[config.mk]
export PLATFORM = sky130hd
export DESIGN_NAME = interrupt_dispatch_ctrl
export DESIGN_NICKNAME = d
export VERILOG_FILES = /design/src/rtl/interrupt_dispatch_ctrl.sv
export SDC_FILE = /design/constraint.sdc
export NUM_CORES = 1
export LEC_CHECK = 0
export CAP_MARGIN = 10
export CORE_AREA = 10 10 52 84
export DETAILED_ROUTE_END_ITERATION = 6
export DIE_AREA = 0 0 62 94
export PLACE_DENSITY_LB_ADDON = 0.3
export SLEW_MARGIN = 10
export SYNTH_ARGS = -nofsm -noshare
export SYNTH_HDL_FRONTEND = slang
export SYNTH_SLANG_ARGS = --single-unit
[constraint.sdc]
create_clock -name clock -period 4.2 [get_ports clock]
set_input_delay 0.42 -clock clock [delete_from_list [all_inputs] [get_ports clock]]
set_output_delay 0.42 -clock clock [all_outputs]
set_load 0.01 [all_outputs]
[src/rtl/interrupt_dispatch_ctrl.sv]
// interrupt_dispatch_ctrl
// Interrupt scheduler for the microcoded control unit. Holds the IF/IE/IME
// state, picks the highest-priority pending source at instruction
// boundaries and asks the control unit to run the dispatch micro-sequence
// to the matching RST vector. Also sequences HALT sleep/wake, the HALT bug
// indication and the one-instruction delay of EI.

module interrupt_dispatch_ctrl #(
    parameter int         NUM_IRQ       = 5,
    parameter logic [7:0] VECTOR_BASE   = 8'h40,
    parameter logic [7:0] VECTOR_STRIDE = 8'h08
) (
    input  logic               clock,
    input  logic               reset,

    input  logic [NUM_IRQ-1:0] irq_in,

    input  logic               reg_wr_en,
    input  logic               reg_sel,
    input  logic [7:0]         reg_wr_data,
    output logic [7:0]         reg_rd_data,

    input  logic               inst_boundary,
    input  logic               ei_exec,
    input  logic               di_exec,
    input  logic               reti_exec,
    input  logic               halt_exec,

    output logic               dispatch_req,
    output logic [7:0]         dispatch_vec,
    input  logic               dispatch_ack,
    input  logic               dispatch_done,

    output logic               halted,
    output logic               halt_bug,
    output logic               ime
);

    localparam int IDX_W = (NUM_IRQ > 1) ? $clog2(NUM_IRQ) : 1;

    typedef enum logic [1:0] {
        ST_IDLE,
        ST_REQ,
        ST_WAIT,
        ST_HALT
    } state_t;

    state_t             state, state_nxt;

    logic [NUM_IRQ-1:0] if_q, if_nxt;
    logic [NUM_IRQ-1:0] irq_prev;
    logic [NUM_IRQ-1:0] set_mask;
    logic [NUM_IRQ-1:0] pending;
    logic [7:0]         ie_q;

    logic               ime_q, ime_nxt;
    logic               ei_pend_q, ei_pend_nxt;
    logic               ei_cnt_q, ei_cnt_nxt;
    logic               ei_promote;
    logic               ime_eff;

    logic [IDX_W-1:0]   idx_q, idx_nxt, sel_idx;
    logic [7:0]         vec_q, vec_nxt, sel_vec;
    logic               halt_bug_q, halt_bug_nxt;
    logic               ack_take;

    // Rising edges on the source lines; pending is built from registered state only.
    assign set_mask = irq_in & ~irq_prev;
    assign pending  = ie_q[NUM_IRQ-1:0] & if_q;

    // An acknowledge only counts while a request is actually outstanding.
    assign ack_take = dispatch_ack && (state == ST_REQ);

    // The boundary that completes the instruction after EI already sees IME set,
    // so the dispatch can start at that very boundary.
    assign ei_promote = ei_pend_q && ei_cnt_q && inst_boundary && !di_exec;
    assign ime_eff    = ime_q || ei_promote;

    // Lowest set pending bit wins; its vector is formed with 8-bit wrap-around.
    always_comb begin
        // NOTE: every signal driven here gets a default first, so no path can
        // leave it unassigned and infer a latch.
        sel_idx = '0;
        for (int i = NUM_IRQ - 1; i >= 0; i--) begin
            if (pending[i]) begin
                sel_idx = IDX_W'(i);
            end
        end
        sel_vec = VECTOR_BASE + VECTOR_STRIDE * 8'(sel_idx);
    end

    // Register read mux: unused IF bits read back as ones.
    always_comb begin
        reg_rd_data = 8'hFF;
        if (reg_sel) begin
            reg_rd_data = ie_q;
        end else begin
            reg_rd_data[NUM_IRQ-1:0] = if_q;
        end
    end

    // Next IF: software write or acknowledge clear, then new edges always win.
    always_comb begin
        if_nxt = if_q;
        if (reg_wr_en && !reg_sel) begin
            if_nxt = reg_wr_data[NUM_IRQ-1:0];
        end else if (ack_take) begin
            if_nxt[idx_q] = 1'b0;
        end
        if_nxt = if_nxt | set_mask;
    end

    // IME and the EI delay: ack > di > reti > ei for the master enable.
    always_comb begin
        ime_nxt     = ime_q;
        ei_pend_nxt = ei_pend_q;
        ei_cnt_nxt  = ei_cnt_q;

        if (di_exec) begin
            ei_pend_nxt = 1'b0;
            ei_cnt_nxt  = 1'b0;
        end else if (ei_exec) begin
            ei_pend_nxt = 1'b1;
            ei_cnt_nxt  = 1'b0;
        end else if (ei_pend_q && inst_boundary) begin
            if (ei_cnt_q) begin
                ei_pend_nxt = 1'b0;
                ei_cnt_nxt  = 1'b0;
            end else begin
                ei_cnt_nxt  = 1'b1;
            end
        end

        if (ack_take) begin
            ime_nxt = 1'b0;
        end else if (di_exec) begin
            ime_nxt = 1'b0;
        end else if (reti_exec) begin
            ime_nxt = 1'b1;
        end else if (ei_promote) begin
            ime_nxt = 1'b1;
        end
    end

    // Dispatch/halt sequencer: next state, latched source index and vector.
    always_comb begin
        state_nxt    = state;
        idx_nxt      = idx_q;
        vec_nxt      = vec_q;
        halt_bug_nxt = 1'b0;

        case (state)
            ST_IDLE: begin
                // HALT takes precedence over a coincident boundary.
                if (halt_exec) begin
                    if (pending == '0) begin
                        state_nxt = ST_HALT;
                    end else if (!ime_q) begin
                        halt_bug_nxt = 1'b1;
                    end
                end else if (inst_boundary && ime_eff && (pending != '0)) begin
                    state_nxt = ST_REQ;
                    idx_nxt   = sel_idx;
                    vec_nxt   = sel_vec;
                end
            end
            ST_REQ: begin
                if (dispatch_ack) begin
                    state_nxt = ST_WAIT;
                end
            end
            ST_WAIT: begin
                if (dispatch_done) begin
                    state_nxt = ST_IDLE;
                end
            end
            ST_HALT: begin
                // Wake on any enabled pending source, independent of IME.
                if (pending != '0) begin
                    state_nxt = ST_IDLE;
                end
            end
            default: begin
                state_nxt = ST_IDLE;
            end
        endcase
    end

    // State registers; the edge detector tracks irq_in even during reset.
    always_ff @(posedge clock) begin
        // NOTE: sequential state uses non-blocking assignments so every
        // register samples the pre-edge values regardless of statement order.
        irq_prev <= irq_in;
        if (reset) begin
            state      <= ST_IDLE;
            if_q       <= '0;
            ie_q       <= '0;
            ime_q      <= 1'b0;
            ei_pend_q  <= 1'b0;
            ei_cnt_q   <= 1'b0;
            idx_q      <= '0;
            vec_q      <= '0;
            halt_bug_q <= 1'b0;
        end else begin
            state      <= state_nxt;
            if_q       <= if_nxt;
            if (reg_wr_en && reg_sel) begin
                ie_q <= reg_wr_data;
            end
            ime_q      <= ime_nxt;
            ei_pend_q  <= ei_pend_nxt;
            ei_cnt_q   <= ei_cnt_nxt;
            idx_q      <= idx_nxt;
            vec_q      <= vec_nxt;
            halt_bug_q <= halt_bug_nxt;
        end
    end

    assign dispatch_req = (state == ST_REQ);
    assign dispatch_vec = vec_q;
    assign halted       = (state == ST_HALT);
    assign halt_bug     = halt_bug_q;
    assign ime          = ime_q;

endmodule

==> summary.md <==
| Metric | Value |
|---|---|
| Status | complete, no violations |
| Worst Skew | 0.00363 ns |
| Ys async rst share | 0% |
| Fin. max-slew vios | 0 |
| 1st-iter DRT viols | 24 |
| Fill count | 271 |
| Largest net degree at the start of global routing | 26 |
| Internal reg-to-reg setup slack | 2.63 ns |
| Routed Antenna Nets | 0 |
| Slew headroom | a little over two fifths |
| Hold Path Class | flop to flop |
| Root buffer cell | clkbuf_8 |
| Crit path max fanout | 19 |
| Post-DP HPWL | 2620 um |
| Setup repair bufs after CTS | 0 |
| #FFs+latches synth | 28 |
| Placed instance area | 0.00168 sq mm |
| Hold Buf Count CTS | 0 |
| GRT Total Usage | 12.2% |
| Synth warnings | 0 |
| Ys flop type | dfxtp_1 |
| Post-synth design cell area | 0.00128 sq mm |
| Most frequent cells in the layout | clkdlybuf4s50_1, dfxtp_1, nand2_1 |
| Reg2reg start | if_q[2] |
| Setup CP Type | input port to primary output |
| Post-synth EDFFs | 0 |
| Vias in the first global route | about 1200 |
| Fin. Hold Viols | 0 |
| CP Launch Point | reg_sel |
| Clock net sink count | 28 |
| Die Ht | 94 um |
| RSZ-0062 raised after global routing | false |
| Routed wire length | 3330 um |
| Sum Neg Setup Slack | 0 ns |
| IO Port Bufs | 39 |
| Final period util | 61.9% |
| CORE AREA | 0.00296 sq mm |
| Power Dens Cells | around 320 mW/mm^2 |
| Area Growth Syn to Fin | 35.4% |
| Mapped Cells | 150 |
| Multi-input logic area | roughly 660 sq um |
| DRT Pass-1 Iters | 4 |
| Req. time, crit path | 3.78 ns |
| IO Count | 44 |
| Arrival time at the worst endpoint | 2.18 ns |
| Antenna violations before repair | 0 |
| TritonCTS Buffers | 3 |
| Initial Utilization | 43.3% |
| Storage element area | 561 sq um |
| Final Power | between 500 and 600 uW |
| LEAKAGE | 0.000637 uW |
| Worst Hold Launch | ie_q[5] |
| Max_cap viols | 0 |
| Vias per inst | approximately 5 |
| RD Place Congestion | between 0.7 and 0.8 |
| Worst Tran Pin Value | about 0.86 ns |
| CTS tree | yes |
| First-pass GRT wire length | 5580 um |
| Layout cells sized above 1 | 6.45% |
| Tmin final | approximately 2.6 ns |
| Post-cts sizing count | 0 |
| Final instance area | 0.00174 sq mm |
| Area of the die | 0.00583 sq mm |
| Clock-pin slew on the worst setup and hold paths | 0.09 ns |
| Maximum VDD drop | 0.222 mV |
| Count of cell types in the netlist | 39 |
| Die X-Extent | 62 um |
| Commonest non-fill, non-tap cell in the layout | clkdlybuf4s50_1 |
| H-tree Lvls | 1 |
| DRC errors left | 0 |
| Avg Synthesized Cell Area | 8.55 sq um |
| Average wire per standard cell | 14.6 um |
| Clock Latency Late Sink | 0.27 ns |
| Max Buffers Root-to-Sink | 2 |
| Final #Nets | 211 |
| Total grt overflow | 0 |
| CP Capture Type | primary output |
| Vias | 1174 |
| # setup viols final | 0 |
| Type of origin of the critical path | input port |
| Cell row count | 26 |
| N_diodes | 0 |
| Seq/Total Area, Yosys | 43.7% |
| Peak Freq | 385 MHz |
## cell families after synthesis
group	Yosys count	share of synthesized area (%)
buf+inv	16	6.05
xor+xnor	1	0.683
simple gates	61	26.1
mux	5	4.39
flops	28	43.7
compound gates	38	18.7
other cells	1	0.292
## state kept, by name (all words and copies together), names as in the netlist
register / count
ie_q: 8
if_q: 5
irq_prev: 5
dispatch_vec: 2
idx_q: 2
state: 2
ei_cnt_q: 1
ei_pend_q: 1
halt_bug: 1
ime: 1
## metrics by stage
stage / std cells / hold slack [ns] / setup WS (ns) / util [%]
floorplan: 153 / 0.431 / 2.70 / -
global placement: 224 / 0.441 / 1.65 / 56.8
detailed placement: 224 / 0.452 / 1.60 / 56.8
CTS: 228 / 0.467 / 1.60 / 58.7
global route: 228 / 0.484 / 1.49 / 58.7
finish: 228 / 0.463 / 1.60 / 58.7
## worst max-delay path, stage by stage
cell and delay [ns]:
clkdlybuf4s50_1 0.86, mux2_2 0.41, clkdlybuf4s50_1 0.49
## routing by layer
metal / share of wire [%] / GRT usage (%)
met5: 0 / 0
met4: 1.9 / 5.06
met3: 11 / 5.56
met2: 49 / 20.7
met1: 38 / 12.2
## layout make-up
cell class                 count  share of cell area [%]
clock buffer                   4                    3.17
inverter                       6                    1.30
multi-input combinational    109                    37.8
tap                           42                    3.03
sequential                    28                    32.3
timing repair buffer          39                    22.5
## synth_stat cells, drive strengths merged, types with 2 or more instances
library cell	count	area share (%)
clkbuf	3	0.88
nand3	12	4.7
a21oi	16	6.2
a22o	2	1.4
mux2	5	4.4
nor3	2	0.78
dfxtp	28	44
nand2	17	5.0
and3b	2	1.4
inv	6	1.8
nor2	8	2.3
nor2b	6	2.9
nand2b	4	2.0
nor4	2	0.98
o21ai	10	3.9
o211ai	2	1.6
buf	7	3.4
a221oi	2	1.4
## path summary, 6_finish.rpt
| kind | endpoint | cells past startpoint |
|---|---|---|
| setup reg to reg | state[0] | 4 |
| hold reg to reg | ie_q[5] | 2 |
| hold / removal | ie_q[5] | 2 |
| setup / recovery | reg_rd_data[1] | 3 |
## report_power, final
| group | internal [uW] | switching [uW] |
|---|---|---|
| combinational | 56.7 | 46.3 |
| sequential | 280 | 13.4 |
| clock | 83.9 | 78.4 |
| total | 421 | 138 |
Power figures use the tool's default switching activity.
